==> src/rtl/ibex_hpm_unit_pkg.sv <==
// Shared CSR numbering and sizing constants for the hardware performance monitor.
package ibex_hpm_unit_pkg;

  typedef enum logic [11:0] {
    CSR_MCOUNTINHIBIT  = 12'h320,
    CSR_MHPMEVENT3     = 12'h323,
    CSR_MHPMEVENT31    = 12'h33F,
    CSR_MHPMOVF        = 12'h7C0,
    CSR_MHPMCOUNTER3   = 12'hB03,
    CSR_MHPMCOUNTER31  = 12'hB1F,
    CSR_MHPMCOUNTER3H  = 12'hB83,
    CSR_MHPMCOUNTER31H = 12'hB9F
  } csr_num_e;

  localparam int unsigned HPM_MAX_COUNTERS = 29;
  localparam int unsigned HPM_FIRST_IDX    = 3;
  localparam int unsigned HPM_MAX_WIDTH    = 64;

  // True when addr lies in the inclusive window [lo, hi].
  function automatic logic in_window(logic [11:0] addr, csr_num_e lo, csr_num_e hi);
    return (addr >= 12'(lo)) && (addr <= 12'(hi));
  endfunction

endpackage

==> src/rtl/ibex_hpm_counter.sv <==
// One performance counter: value register, +1 increment, wrap and sticky overflow flag.
module ibex_hpm_counter
  import ibex_hpm_unit_pkg::*;
#(
  parameter int unsigned CounterWidth = 40
) (
  input  logic                    clk_i,
  input  logic                    rst_ni,
  input  logic                    i_inc,
  input  logic                    i_we_lo,
  input  logic                    i_we_hi,
  input  logic [31:0]             i_wdata,
  input  logic                    i_ovf_clr,
  output logic [CounterWidth-1:0] o_cnt,
  output logic                    o_ovf
);

  logic [CounterWidth-1:0]  r_cnt;
  logic                     r_ovf;
  logic [HPM_MAX_WIDTH-1:0] w_full;
  logic                     w_wr;
  logic                     w_wrap;
  logic                     unused_full;

  // Merge a half-word CSR write into the current value, widened to the max width.
  always_comb begin
    w_full = HPM_MAX_WIDTH'(r_cnt);
    if (i_we_lo) w_full[31:0]  = i_wdata;
    if (i_we_hi) w_full[63:32] = i_wdata;
  end

  // A CSR write always beats a same-cycle increment, so it also suppresses the wrap.
  assign w_wr        = i_we_lo | i_we_hi;
  assign w_wrap      = i_inc & ~w_wr & (&r_cnt);
  assign unused_full = ^w_full;

  // Counter value: write, else increment (natural wrap to zero from all-ones).
  always_ff @(posedge clk_i or negedge rst_ni) begin
    if (!rst_ni)    r_cnt <= '0;
    else if (w_wr)  r_cnt <= w_full[CounterWidth-1:0];
    else if (i_inc) r_cnt <= r_cnt + CounterWidth'(1);
  end

  // Sticky overflow flag; a wrap in the same cycle as a W1C keeps the flag set.
  always_ff @(posedge clk_i or negedge rst_ni) begin
    if (!rst_ni) r_ovf <= 1'b0;
    else         r_ovf <= w_wrap | (r_ovf & ~i_ovf_clr);
  end

  assign o_cnt = r_cnt;
  assign o_ovf = r_ovf;

endmodule

==> src/rtl/ibex_hpm_unit.sv <==
// HPM CSR block: event masks, inhibit bits, counters, overflow flags and CSR read mux.
module ibex_hpm_unit
  import ibex_hpm_unit_pkg::*;
#(
  parameter int unsigned NumCounters  = 10,
  parameter int unsigned CounterWidth = 40,
  parameter int unsigned NumEvents    = 16
) (
  input  logic                 clk_i,
  input  logic                 rst_ni,
  input  logic                 csr_we_i,
  input  logic [11:0]          csr_addr_i,
  input  logic [31:0]          csr_wdata_i,
  output logic [31:0]          csr_rdata_o,
  output logic                 csr_hit_o,
  input  logic [NumEvents-1:0] event_i,
  input  logic                 count_stop_i,
  output logic                 ovf_irq_o
);

  logic                                  w_sel_evt;
  logic                                  w_sel_lo;
  logic                                  w_sel_hi;
  logic                                  w_sel_inh;
  logic                                  w_sel_ovf;
  logic [4:0]                            w_idx;
  logic [HPM_MAX_COUNTERS-1:0][31:0]     w_evt_arr;
  logic [HPM_MAX_COUNTERS-1:0][63:0]     w_cnt_arr;
  logic [HPM_MAX_COUNTERS-1:0]           w_inh_arr;
  logic [HPM_MAX_COUNTERS-1:0]           w_ovf_arr;

  // Address decode; the low five address bits give the counter number 3..31.
  assign w_sel_evt = in_window(csr_addr_i, CSR_MHPMEVENT3, CSR_MHPMEVENT31);
  assign w_sel_lo  = in_window(csr_addr_i, CSR_MHPMCOUNTER3, CSR_MHPMCOUNTER31);
  assign w_sel_hi  = in_window(csr_addr_i, CSR_MHPMCOUNTER3H, CSR_MHPMCOUNTER31H);
  assign w_sel_inh = (csr_addr_i == 12'(CSR_MCOUNTINHIBIT));
  assign w_sel_ovf = (csr_addr_i == 12'(CSR_MHPMOVF));
  assign w_idx     = csr_addr_i[4:0] - 5'(HPM_FIRST_IDX);

  for (genvar i = 0; i < HPM_MAX_COUNTERS; i++) begin : g_ctr
    if (i < NumCounters) begin : g_impl
      logic [NumEvents-1:0]    r_evt;
      logic                    r_inh;
      logic                    w_hit_me;
      logic                    w_inc;
      logic [CounterWidth-1:0] w_cnt;
      logic                    w_ovf;

      assign w_hit_me = csr_we_i & (w_idx == 5'(i));
      // Any matching event counts once, regardless of how many bits match.
      assign w_inc    = (|(event_i & r_evt)) & ~r_inh & ~count_stop_i;

      // Event selector mask.
      always_ff @(posedge clk_i or negedge rst_ni) begin
        if (!rst_ni)                   r_evt <= '0;
        else if (w_hit_me & w_sel_evt) r_evt <= csr_wdata_i[NumEvents-1:0];
      end

      // Inhibit bit; resets set so nothing counts until software enables it.
      always_ff @(posedge clk_i or negedge rst_ni) begin
        if (!rst_ni)                 r_inh <= 1'b1;
        else if (csr_we_i & w_sel_inh) r_inh <= csr_wdata_i[HPM_FIRST_IDX+i];
      end

      ibex_hpm_counter #(
        .CounterWidth(CounterWidth)
      ) u_cnt (
        .clk_i    (clk_i),
        .rst_ni   (rst_ni),
        .i_inc    (w_inc),
        .i_we_lo  (w_hit_me & w_sel_lo),
        .i_we_hi  (w_hit_me & w_sel_hi),
        .i_wdata  (csr_wdata_i),
        .i_ovf_clr(csr_we_i & w_sel_ovf & csr_wdata_i[HPM_FIRST_IDX+i]),
        .o_cnt    (w_cnt),
        .o_ovf    (w_ovf)
      );

      assign w_evt_arr[i] = 32'(r_evt);
      assign w_cnt_arr[i] = 64'(w_cnt);
      assign w_inh_arr[i] = r_inh;
      assign w_ovf_arr[i] = w_ovf;
    end else begin : g_none
      assign w_evt_arr[i] = '0;
      assign w_cnt_arr[i] = '0;
      assign w_inh_arr[i] = 1'b0;
      assign w_ovf_arr[i] = 1'b0;
    end
  end

  // Zero-latency read mux; unimplemented slots read zero but still hit.
  always_comb begin
    csr_rdata_o = '0;
    csr_hit_o   = 1'b0;
    if (w_sel_evt) begin
      csr_hit_o   = 1'b1;
      csr_rdata_o = w_evt_arr[w_idx];
    end else if (w_sel_lo) begin
      csr_hit_o   = 1'b1;
      csr_rdata_o = w_cnt_arr[w_idx][31:0];
    end else if (w_sel_hi) begin
      csr_hit_o   = 1'b1;
      csr_rdata_o = w_cnt_arr[w_idx][63:32];
    end else if (w_sel_inh) begin
      csr_hit_o   = 1'b1;
      csr_rdata_o = {w_inh_arr, 3'b000};
    end else if (w_sel_ovf) begin
      csr_hit_o   = 1'b1;
      csr_rdata_o = {w_ovf_arr, 3'b000};
    end
  end

  assign ovf_irq_o = |w_ovf_arr;

endmodule

==> config.mk <==
export PLATFORM = sky130hd
export DESIGN_NAME = ibex_hpm_unit
export DESIGN_NICKNAME = d
export VERILOG_FILES = /design/src/rtl/ibex_hpm_unit_pkg.sv /design/src/rtl/ibex_hpm_counter.sv /design/src/rtl/ibex_hpm_unit.sv
export SDC_FILE = /design/constraint.sdc
export NUM_CORES = 2
export LEC_CHECK = 0
export CAP_MARGIN = 40
export CORE_ASPECT_RATIO = 1.4
export CORE_MARGIN = 8
export CORE_UTILIZATION = 45
export CTS_BUF_LIST = sky130_fd_sc_hd__clkbuf_8
export DETAILED_ROUTE_END_ITERATION = 12
export GPL_ROUTABILITY_DRIVEN = 1
export GPL_TIMING_DRIVEN = 0
export PLACE_DENSITY = 0.66
export SYNTH_ARGS = -nofsm -noshare
export SYNTH_HDL_FRONTEND = slang
export SYNTH_SLANG_ARGS = --single-unit
export TNS_END_PERCENT = 1
==> constraint.sdc <==
create_clock -name clk_i -period 5.2 [get_ports clk_i]
set_input_delay 0.78 -clock clk_i [delete_from_list [all_inputs] [get_ports clk_i]]
set_output_delay 0.78 -clock clk_i [all_outputs]
set_load 0.05 [all_outputs]
==> flow_summary.ini <==
[outcome]
status = finished, violations left
failed_checks = setup timing

[place]
io_buffers = 56
dp_cells = 5646
place_area_um2 = 41000
gp_congestion = 1.06
place_hpwl_um = 156000
pre_cts_ws_ns = -3.30

[final_layout]
fin_util = 0.517
finish.net_count = 4745
fillers = 8158
final_common_cell = a21oi_1
fin_cells = 5862
drive_gt1_frac = 0.169
mostFrequentLayoutCells = a21oi_1, dfrtp_1, nand2_1
final_cell_area_um2 = 43600
multi_input_area_um2 = 22200
regArea_um2 = 14500
area_delta_synth_final_pct = 13.9

[clock_network]
cts_htree_levels = 3
clock_sinks = 580
tritoncts = yes
clk_root_buffer_cell = clkbuf_8
insertion_delay_ns = 0.85
clk_pin_slew_ns = 0.07
clockBufferDepth = 3
numCtsBuffers = 102

[global_routing]
grt_max_degree = 113
grt_pass1_vias = 40000
grt_antenna_before_repair = 27
overflow = 0
grt_pass1_wl_um = 290000
grt.total_usage = 0.418

[timing]
skew_ns = 0.0414
hold_ws_ns = 0.467
drv_slew = 0
period_minus_slack_ns = 5.29
final-setup-viol-count = 16
max_freq_mhz = 189
fin_ws_ns = -0.0918
slew_headroom = 0.331
rsz0062_at_grt = yes
hold_viol_final = 0
finalCritPeriodShare = 1.02
worst_pin_slew_ns = 0.999
setup-tns-final_ns = -0.553

[floorplan]
dieArea_um2 = 94800
rows = 126
initial_core_util = 0.454
die_height_um = 361
core_um2 = 84300
io_pins = 98
die-width_um = 263

[power_and_ir_drop]
power_mw = 10.8
ir_drop_mv = 0.234
leakage_nw = 18.6
p_per_area_nw_per_um2 = 249

[detailed_routing]
drt_iter0_drc = 5964
wl_um = 205000
wl_per_cell_um = 35.0
final_antenna_net_count = 0
vias_per_cell = 7.12
drtPass1Iterations = 8
drc = 0
vias = 41800

[logic_synthesis]
ys_ff_latch = 580
synthCells = 4452
yosys_warnings = 0
ys_types = 93
ys.flop_type = dfrtp_1
synth_edf_count = 0
synth-seq-area-share = 0.379
async_flop_share = 1.00
synth_nets = 4531
syn_avg_cell_area_um2 = 8.60
synth_area_um2 = 38300

[flow_run]
max_cap_viol_count = 0

[worst_hold_path]
hold_path_class = primary input to flop
hp-start = csr_wdata_i[3]

[critical_path]
startpoint = csr_addr_i[1]
cp-end-kind = primary output
r2r_slack_ns = 1.71
setup.worst_path.class = primary input to primary output
cp_max_fo = 10
required_ns = 4.42
critPathLaunchType = primary input
worstPathArrival_ns = 4.51
timing.rr.start = g_ctr[4].g_impl.u_cnt.o_cnt[0]$_DFFE_PN0P_
area by class of cell:
class | count | area share
well taps | 1088 | 0.0312
inverters | 45 | 0.00388
multi-input cells | 3465 | 0.509
repair buffers | 111 | 0.0288
clock buffers | 135 | 0.0426
flip-flops and latches | 580 | 0.333
diodes | 24 | 0.00138
clock inverters | 53 | 0.00942
plain buffers | 361 | 0.0406
layer usage:
layer,global-route usage,up-vias,part of all wire
met3,0.104,953,0.11
li1,-,17200,-
met4,0.398,2,0.12
met5,0,-,0.000063
met1,0.472,20500,0.34
met2,0.641,3059,0.44
cells by family (layout without fill, tap and decap cells):
logic type | Yosys count | after routing | share of synthesized area
simple gates | 1528 | 1528 | 0.193
compound gates | 1564 | 1564 | 0.240
buf+inv | 407 | 705 | 0.0467
flops | 580 | 580 | 0.379
mux | 353 | 353 | 0.134
xor+xnor | 5 | 5 | 0.00154
other cells | 0 | 24 | 0
fa+ha+maj | 15 | 15 | 0.00490
worst max-delay path, cell delays in order:
cell,delay [ns]
dlygate4sd2_1,0.43
ha_1,0.31
buf_2,0.21
xnor2_2,0.60
clkbuf_1,0.69
nand2_1,0.37
nand3_1,0.36
and3_1,0.20
dlygate4sd2_1,0.53
sequential cells by signal, indices dropped and copies added, names as in the netlist:
register	cells
g_ctr.g_impl.r_evt	160
g_ctr.g_impl.u_cnt.o_ovf	10
g_ctr.g_impl.r_inh	10
g_ctr.g_impl.u_cnt.o_cnt	400
what timing repair did:
item                                   in CTS  in global routing
hold buffers                                1                  0
setup endpoints to repair                 162                 29
gates cloned                                0                  0
setup buffers                               1                  3
pin swaps                                   1                  4
gates resized for setup                   203                 15
endpoints found under the hold margin      35                  0
power breakdown:
group          internal (mW)  switching (mW)
Clock                   2.58            2.27
Combinational          0.344           0.922
Sequential              4.58           0.147
final timing paths:
kind	to	cells after the start
setup / recovery	csr_rdata_o[25]	9
hold / removal	g_ctr[1].g_impl.u_cnt.o_cnt[3]$_DFFE_PN0P_	3
setup reg to reg	g_ctr[4].g_impl.u_cnt.o_cnt[32]$_DFFE_PN0P_	9
hold reg to reg	g_ctr[7].g_impl.u_cnt.o_cnt[23]$_DFFE_PN0P_	1
max in group asynchronous	g_ctr[9].g_impl.u_cnt.o_cnt[19]$_DFFE_PN0P_	5
min in group asynchronous	g_ctr[7].g_impl.u_cnt.o_cnt[17]$_DFFE_PN0P_	2
synthesized netlist by cell type, types with 15 or more instances:
master,n,area share
or2_2,23,0.0038
o21ai_0,389,0.051
and3_1,96,0.016
nor2_1,223,0.022
and4_1,31,0.0071
a21oi_1,700,0.092
buf_2,85,0.011
a221oi_1,39,0.0089
nor3_1,81,0.011
a31oi_1,34,0.0056
mux2i_1,71,0.019
clkbuf_1,235,0.023
a22o_1,43,0.0098
nand3_1,312,0.041
and2_1,17,0.0028
buf_6,15,0.0044
o2bb2ai_1,16,0.0037
dfrtp_1,570,0.37
mux4_2,112,0.066
nor4_1,15,0.0025
a21o_1,18,0.0035
inv_1,45,0.0044
o22ai_1,109,0.018
a22oi_1,27,0.0053
or3_1,34,0.0056
o32ai_1,17,0.0039
nand4_1,84,0.014
o22a_1,34,0.0078
mux2_2,170,0.050
ha_1,15,0.0049
o31ai_1,15,0.0029
nand2_1,541,0.053
buf_1,15,0.0015
(Power assumes the default switching activity.)
